<file path="src/rtl/kbd_pkg.sv">
// Shared keypad types: key count, scanner FSM states and a one-hot test helper.
package kbd_pkg;

    localparam int N_KEYS = 8;

    typedef enum logic [1:0] {
        IDLE    = 2'd0,
        HELD    = 2'd1,
        LOCKOUT = 2'd2
    } state_e;

    function automatic logic is_onehot(input logic [N_KEYS-1:0] v);
        return (v != '0) && ((v & (v - 1'b1)) == '0);
    endfunction

endpackage

</file>
<file path="src/rtl/key_debounce.sv">
// Two-flop synchroniser plus whole-vector debounce; a new key pattern is accepted only
// after DEBOUNCE_CYCLES consecutive equal synchronised samples.
module key_debounce
    import kbd_pkg::*;
#(
    parameter int NK              = 8,
    parameter int DEBOUNCE_CYCLES = 50000
) (
    input  logic          clk,
    input  logic          rst,
    input  logic [NK-1:0] keys_i,
    output logic [NK-1:0] stable_nxt_o
);

    localparam int CW = $clog2(DEBOUNCE_CYCLES);
    localparam logic [CW-1:0] CNT_MAX = CW'(DEBOUNCE_CYCLES - 1);

    logic [NK-1:0] sync1_q, sync2_q, cand_q, stable_q, stable_d;
    logic [CW-1:0] cnt_q;

    // Exported as the next stable value so the scanner FSM acts on the same edge stable updates.
    always_comb begin
        stable_d = stable_q;
        if (sync2_q == cand_q && cnt_q == CNT_MAX)
            stable_d = cand_q;
    end

    assign stable_nxt_o = stable_d;

    always_ff @(posedge clk or posedge rst) begin
        if (rst) begin
            sync1_q  <= '0;
            sync2_q  <= '0;
            cand_q   <= '0;
            cnt_q    <= '0;
            stable_q <= '0;
        end else begin
            sync1_q  <= keys_i;
            sync2_q  <= sync1_q;
            stable_q <= stable_d;
            if (sync2_q != cand_q) begin
                cand_q <= sync2_q;
                cnt_q  <= '0;
            end else if (cnt_q != CNT_MAX) begin
                cnt_q  <= cnt_q + 1'b1;
            end
        end
    end

endmodule

</file>
<file path="src/rtl/key_onehot_scanner.sv">
// Keypad front end: debounced key vector -> single-key press FSM -> 1-deep valid/ready buffer
// holding a one-hot key code, with multi-key error pulse and sticky overrun flag.
module key_onehot_scanner
    import kbd_pkg::*;
#(
    parameter int DEBOUNCE_CYCLES = 50000
) (
    input  logic              clk,
    input  logic              rst,
    input  logic [N_KEYS-1:0] inKeys,
    input  logic              inReady,
    input  logic              inClrOvr,
    output logic [N_KEYS-1:0] outData,
    output logic              outValid,
    output logic              outHeld,
    output logic              outErrMulti,
    output logic              outOverrun
);

    logic [N_KEYS-1:0] stable;
    logic [N_KEYS-1:0] key_q, data_q;
    state_e            state_q;
    logic              valid_q, held_q, err_q, ovr_q;
    logic              load;

    key_debounce #(
        .NK              (N_KEYS),
        .DEBOUNCE_CYCLES (DEBOUNCE_CYCLES)
    ) u_deb (
        .clk          (clk),
        .rst          (rst),
        .keys_i       (inKeys),
        .stable_nxt_o (stable)
    );

    assign load = (state_q == IDLE) && is_onehot(stable);

    always_ff @(posedge clk or posedge rst) begin
        if (rst) begin
            state_q <= IDLE;
            key_q   <= '0;
            data_q  <= '0;
            valid_q <= 1'b0;
            held_q  <= 1'b0;
            err_q   <= 1'b0;
            ovr_q   <= 1'b0;
        end else begin
            err_q <= 1'b0;
            case (state_q)
                IDLE: begin
                    if (load) begin
                        state_q <= HELD;
                        key_q   <= stable;
                        held_q  <= 1'b1;
                    end else if (stable != '0) begin
                        state_q <= LOCKOUT;
                        err_q   <= 1'b1;
                    end
                end
                HELD: begin
                    if (stable == '0) begin
                        state_q <= IDLE;
                        held_q  <= 1'b0;
                    end else if (stable != key_q) begin
                        state_q <= LOCKOUT;
                        held_q  <= 1'b0;
                        err_q   <= 1'b1;
                    end
                end
                LOCKOUT: begin
                    if (stable == '0)
                        state_q <= IDLE;
                end
                default: begin
                    state_q <= IDLE;
                    held_q  <= 1'b0;
                end
            endcase

            // A load always wins over a consume; overrun only when the old code was never taken.
            if (load) begin
                data_q  <= stable;
                valid_q <= 1'b1;
            end else if (valid_q && inReady) begin
                valid_q <= 1'b0;
            end

            if (load && valid_q && !inReady)
                ovr_q <= 1'b1;
            else if (inClrOvr)
                ovr_q <= 1'b0;
        end
    end

    assign outData     = data_q;
    assign outValid    = valid_q;
    assign outHeld     = held_q;
    assign outErrMulti = err_q;
    assign outOverrun  = ovr_q;

endmodule

</file>
<file path="config.mk">
export PLATFORM = sky130hd
export DESIGN_NAME = key_onehot_scanner
export DESIGN_NICKNAME = d
export VERILOG_FILES = /design/src/rtl/kbd_pkg.sv /design/src/rtl/key_debounce.sv /design/src/rtl/key_onehot_scanner.sv
export SDC_FILE = /design/constraint.sdc
export NUM_CORES = 1
export LEC_CHECK = 0
export BUFFER_PORTS_ARGS = -buffer_cell sky130_fd_sc_hd__buf_2
export CAP_MARGIN = 20
export CORE_MARGIN = 2
export CORE_UTILIZATION = 35
export CTS_CLUSTER_DIAMETER = 150
export CTS_CLUSTER_SIZE = 25
export DETAILED_ROUTE_END_ITERATION = 16
export PLACE_DENSITY = 0.58
export SYNTH_ARGS = -nofsm -noshare
export SYNTH_HDL_FRONTEND = slang
export SYNTH_SLANG_ARGS = --single-unit
export TNS_END_PERCENT = 20
</file>
<file path="constraint.sdc">
create_clock -name clk -period 2.8 [get_ports clk]
set_clock_uncertainty 0.15 [all_clocks]
set_input_delay 0.14 -clock clk [delete_from_list [all_inputs] [get_ports clk]]
set_output_delay 0.14 -clock clk [all_outputs]
set_load 0.01 [all_outputs]
</file>
-- Word level (Yosys, flattened, before mapping)
Index checks and enable logic that the tools add are counted.
- input port bits: 12
- register bits after elaboration: 70
- output and inout bits: 12
- logic and storage cells: 66
- bitwise gates (word level): 2
- reduce and logical (&&, ||, !) cells: 17
- multiplexer cells: 22
- eq/ne operators: 11
- $add $sub $neg: 2
- operator list (cell ; number):
    $mux 16 ; 2
    $add 16x1->16 const B ; 1
    $eq 16x16->1 const B ; 1
    $logic_not 8->1 ; 2
    $ne 16x16->1 const B ; 1
    $ne 8x8->1 ; 2
    $mux 1 ; 11
    $mux 2 ; 5
    $and 8x8->8 ; 1
    $eq 8x8->1 ; 1
    $mux 8 ; 1
    $reduce_bool 8->1 ; 1
    $sub 8x1->8 const B ; 1
    $logic_and 1x1->1 ; 6
    $pmux 2 s3 ; 1
    $reduce_and 3->1 ; 2
    $reduce_bool 2->1 ; 3
    $ne 2x2->1 const B ; 2
    $ne 3x2->1 const B ; 1
    $ne 3x3->1 const B ; 1
    $pmux 1 s3 ; 1
    $eq 2x1->1 const B ; 1
    $eq 2x2->1 const B ; 1
    $logic_not 2->1 ; 1
    4 further kinds ; 4

-- Depth between registers and ports, before layout
- depth after elaboration: 11
- depth in mapped cells: 8
- gate-level depth less buffers: 6

-- Modules after synthesis
From an unflattened synthesis, not the netlist that was laid out.
- cells, all modules: 227
- area total of the unflattened synthesis: 2687.6 um^2
- by module, submodules not included (module ; instances ; seq. area each (um^2) ; cells each ; area an instance (um^2)):
    key_debounce ; 1 ; 1201.2 ; 146 ; 1850.5
    key_onehot_scanner ; 1 ; 350.3 ; 81 ; 837.1

-- Worst setup path before layout
OpenSTA, ideal clock, no wires.
- path type: reg2reg
- start: register u_deb.cand_q[2]
- end: register key_q[2]
- path slack: 0.198 ns
- clock period less this slack: 2.602 ns
- arrival time: 2.327 ns
- cell stages (with the launch flop): 9
- required time: 2.525 ns
- library setup time: 0.125 ns
- cells stage by stage: dfrtp_1 buf_6 or4_4 or4_4 nand3_2 nand3_2 a21oi_2 buf_6 mux2_4
- word-level cells in the longest chain between the ends: 9
- RTL lines (item ; line ; text):
    start, declared ; key_debounce.sv:18 ; logic [NK-1:0] sync1_q, sync2_q, cand_q, stable_q, stable_d;
    start signal, assigned ; key_debounce.sv:42 ; cand_q <= sync2_q;
    $eq 8x8->1 ; key_debounce.sv:24 ; if (sync2_q == cand_q && cnt_q == CNT_MAX)
    $logic_and 1x1->1 ; key_debounce.sv:24 ;
    $mux 8 * ; key_debounce.sv:24 ;
    $sub 8x1->8 ; kbd_pkg.sv:13 ; return (v != '0) && ((v & (v - 1'b1)) == '0);
    $and 8x8->8 ; kbd_pkg.sv:13 ;
    $logic_not 8->1 ; kbd_pkg.sv:13 ;
    $logic_and 1x1->1 ; kbd_pkg.sv:13 ;
    $logic_and 1x1->1 ; key_onehot_scanner.sv:36 ; assign load = (state_q == IDLE) && is_onehot(stable);
    $reduce_and 2->1 (no source line) ; n/a ;
    end signal, assigned ; key_onehot_scanner.sv:53 ; key_q <= stable;
    end, declared ; key_onehot_scanner.sv:21 ; logic [N_KEYS-1:0] key_q, data_q;
Mark *: on every way between the ends. The rest lies on a longest branch, timed or not.
A chain may end at the register's enable or synchronous reset.

-- Final worst setup path
- start: register u_deb.stable_q[3]
- end: register key_q[1]
- word-level cells in the longest chain between the ends: 7
- RTL lines (item ; line ; text):
    start, declared ; key_debounce.sv:18 ;
    start signal, assigned ; key_debounce.sv:40 ; stable_q <= stable_d;
    $mux 8 * ; key_debounce.sv:24 ;
    $sub 8x1->8 ; kbd_pkg.sv:13 ;
    $and 8x8->8 ; kbd_pkg.sv:13 ;
    $logic_not 8->1 ; kbd_pkg.sv:13 ;
    $logic_and 1x1->1 * ; kbd_pkg.sv:13 ;
    $logic_and 1x1->1 * ; key_onehot_scanner.sv:36 ;
    $reduce_and 2->1 (no source line) * ; n/a ;
Marked as above.

==> metrics.json <==
{
  "run_status": "finished, final reports clean",
  "max_cap_viol_count": 0,
  "synth.yosys.warnings": 0,
  "timing.hold.worst.start": "u_deb.sync1_q[4]$_DFF_PP0_",
  "place.detailed.instances": 360,
  "rsz0062_at_grt": "no",
  "timing.critical_path.cells": "or4_1 -> or4_1 -> nand3_1 -> nand3b_1 -> a21oi_2 -> buf_12 -> mux2_2",
  "synth_flop_type": "dfrtp_1",
  "instances_no_fill": 387,
  "slew_headroom_pct": 49.08,
  "postRouteWirelength_microns": 5286,
  "cts_htree_levels": 3,
  "power.ir.vdd_worst_mv": 0.4419,
  "start_kind": "register",
  "path_delay_family": "simple AND/OR/NAND/NOR gates",
  "initial_utilization_pct": 36.51,
  "detailroute.via_count": 1838,
  "drive_gt1_share_pct": 25.96,
  "synthDistinctLibCells": 40,
  "timing.critical_path.mode_cell": "or4_1",
  "setup.worst_path.start": "u_deb.stable_q[3]$_DFF_PP0_",
  "synth_mux_area_share_pct": 8.516,
  "sw_frac_of_total_pct": 23.70,
  "place.port_buffers": 23,
  "power_frac_comb_pct": 4.4,
  "p_int_w": 0.001296,
  "place_congestion": 0.8111,
  "route.detailed.wl_per_inst_microns": 13.66,
  "ant_cells": 0,
  "cts_inserted_buffers": 9,
  "clk_pin_slew_worst_paths_ps": 80,
  "regToRegStartpoint": "u_deb.stable_q[3]$_DFF_PP0_",
  "top_level_ports": 24,
  "synthAdderAreaFrac_pct": 0.4390,
  "grt_first_pass_wirelength_microns": 9301,
  "finish.net_count": 293,
  "final_number_of_hold_violating_endpoints": 0,
  "overall_power_w": 0.001698,
  "final_period_minus_worst_setup_slack_ps": 2641,
  "clkPwrFrac_pct": 41.0,
  "maximum_fanout_along_the_worst_path": 10,
  "timing.critical_path.required_ps": 2880,
  "worstPathBufferInverterCount": 1,
  "cts_max_path_buffers": 2,
  "antenna_found_initial": 0,
  "number_of_global_route_vias_before_repair": 1953,
  "post_synth_simple_gate_area_pct": 16.11,
  "ys_seq_elements": 62,
  "drt_pass1_iterations": 4,
  "asyncSetResetFlopFracSynth_pct": 100.0,
  "hp-class": "register to register",
  "dp_hpwl_microns": 3705,
  "synthesis.instances": 244,
  "grt-ovfl-total": 0,
  "critical_path.endpoint_type": "register",
  "dr.first_iter.drc_count": 59,
  "switchingPower_w": 0.0004025,
  "fin_crit_sh_pct": 94.32,
  "clock_latency_at_the_later_pin_of_the_worst_skew_pair_ps": 340,
  "postCtsResizedCells": 0,
  "layout-area-overhead-vs-synth_pct": 18.66,
  "synth_top_family_by_area": "simple AND/OR/NAND/NOR gates",
  "crit_arrival_ps": 2720,
  "tritoncts": "yes",
  "post_drt_via_cell_ratio": 4.749,
  "post_synth.cell_area_avg_sq_um": 11.68,
  "power.sequential.fraction_pct": 54.6,
  "rows": 32,
  "total_count_of_max_transition_violations_in_the_final_report": 0,
  "ys_seq_area_share_pct": 54.43,
  "synth_compound_gate_area_share_pct": 5.048,
  "fraction_of_synthesized_cell_area_in_xor_and_xnor_cells_pct": 11.68,
  "cp_slowest_stage_delay_ps": 530,
  "tritoncts_num_sinks": 62,
  "floorplan.die.height_microns": 94.24,
  "drt_drc_violations_left": 0,
  "powerDensity_nw_per_um2": 502.1,
  "grt_start_max_net_pins": 39,
  "fmax_mhz": 378.7,
  "synth_enable_flop_cells": 0,
  "worst_pin_slew_ps": 762.7,
  "final_antenna_net_count": 0,
  "post_synth_main_area_contributors": "dfrtp_1 54%, xnor2_1 9.5%, mux2_2 4.0%",
  "fp.dieArea_sq_um": 8881,
  "synth_largest_type_area_fraction_pct": 54.43,
  "grt_util_all_layers_pct": 13.74,
  "fin_setup_tns_ps": 0,
  "setup_viol": 0,
  "synth_fp_nets": 257,
  "ctsRootBufferMaster": "clkbuf_8",
  "synth_top_area_cell": "dfrtp_1",
  "die_width_microns": 94.24,
  "power_leakage_nw": 1.519,
  "coreArea_sq_um": 7807,
  "slowest_stage": "or4_1",
  "post_synth_instance_area_sq_um": 2850,
  "path_class": "register to register"
}
-- stage by stage --
| step | util [%] | area, sq um | hold WS, ps | worst slack, ps |
|---|---|---|---|---|
| 2_1_floorplan | - | 2850 | 21.43 | 197.7 |
| 3_5_place_dp | 39.65 | 3095 | 99.31 | 169.2 |
| 6_report | 43.32 | 3382 | 198.1 | 159.0 |
| 4_1_cts | 43.32 | 3382 | 202.1 | 166.7 |
| 3_3_place_gp | 39.65 | 3095 | 97.91 | 202.1 |
| 5_1_grt | 43.32 | 3382 | 207.9 | 66.35 |
-- per-layer routing --
layer / GRT usage [%] / wire (microns)
met4: 6.884 / 97
met1: 17.67 / 2490
met2: 21.37 / 2547
met5: 0 / 0
met3: 3.612 / 151
-- worst paths after layout --
kind                       depth (start not counted)  slack, ps                          to
max                                                7        160        key_q[1]$_DFFE_PP0P_
min                                                0        200  u_deb.sync2_q[4]$_DFF_PP0_
max reg2reg                                        7        160        key_q[1]$_DFFE_PP0P_
min reg2reg                                        0        200  u_deb.sync2_q[4]$_DFF_PP0_
max in group asynchronous                          4       1480        outValid$_DFFE_PP0P_
min in group asynchronous                          3        340  u_deb.cnt_q[5]$_DFFE_PP0N_
-- cells by family after synthesis --
group / Yosys count
muxes: 20
buffers and inverters: 24
AOI/OAI and AO/OA: 18
xor gates and xnor gates: 38
and+or+nand+nor: 81
adders and majority gates: 1
DFF: 62
-- synthesized netlist by cell type (5+ instances only) --
master	instances
and3_1	5
clkbuf_1	16
dfrtp_1	62
mux2_2	10
mux2_4	6
nand2_1	10
nand3_1	9
nand4_1	5
nor2_1	20
nor2b_1	7
nor3_1	5
xnor2_1	31
xor2_1	7
-- state kept, by name, summed over array words and instances, names as in the netlist --
| signal | count |
|---|---|
| u_deb.cand_q | 8 |
| u_deb.stable_q | 8 |
| state_q | 2 |
| outErrMulti | 1 |
| u_deb.sync1_q | 8 |
| outData | 1 |
| u_deb.cnt_q | 16 |
| outOverrun | 1 |
| key_q | 7 |
| outHeld | 1 |
| u_deb.sync2_q | 8 |
| outValid | 1 |
-- cells in the final DEF (no fill, tap or decap), types with 2 or more instances in the layout --
master	instances
a211o_1	4
a21o_1	2
a21oi_1	4
a221oi_1	2
and3_1	5
buf_2	23
buf_4	10
clkbuf_8	10
clkinv_2	2
clkinv_4	2
dfrtp_1	62
dlygate4sd3_1	11
inv_1	3
mux2_2	10
mux2_4	6
mux2i_1	4
nand2_1	10
nand3_1	9
nand3_2	2
nand4_1	5
nor2_1	20
nor2b_1	7
nor3_1	5
nor4_1	4
o211ai_1	2
or3_1	2
or4_1	2
or4_4	2
xnor2_1	31
xor2_1	7
-- final cells by class --
| cell class | instances | area, sq um |
|---|---|---|
| clock buffer | 11 | 141.4 |
| clock inverter | 5 | 35.03 |
| fill | 732 | 4425 |
| inverter | 4 | 15.01 |
| multi-input combinational | 158 | 1191 |
| sequential | 62 | 1551 |
| tap | 102 | 127.6 |
| timing repair buffer | 45 | 320.3 |
-- power by group through the flow --
stage / clock network, W / logic, W / registers (W)
3_5_place_dp: 0 / 0.0000656 / 0.000944
3_3_place_gp: 0 / 0.0000643 / 0.000943
4_1_cts: 0.000727 / 0.0000772 / 0.000927
2_1_floorplan: 0 / 0.0000539 / 0.000935
6_report: 0.000696 / 0.0000752 / 0.000927
5_1_grt: 0.000768 / 0.0000850 / 0.000929
-- what timing repair did --
action	4_1_cts	5_1_grt
endpoints found under the hold margin	46	0
hold buffers	11	0
buffers inserted	0	0
Power figures use the tool's default switching activity.
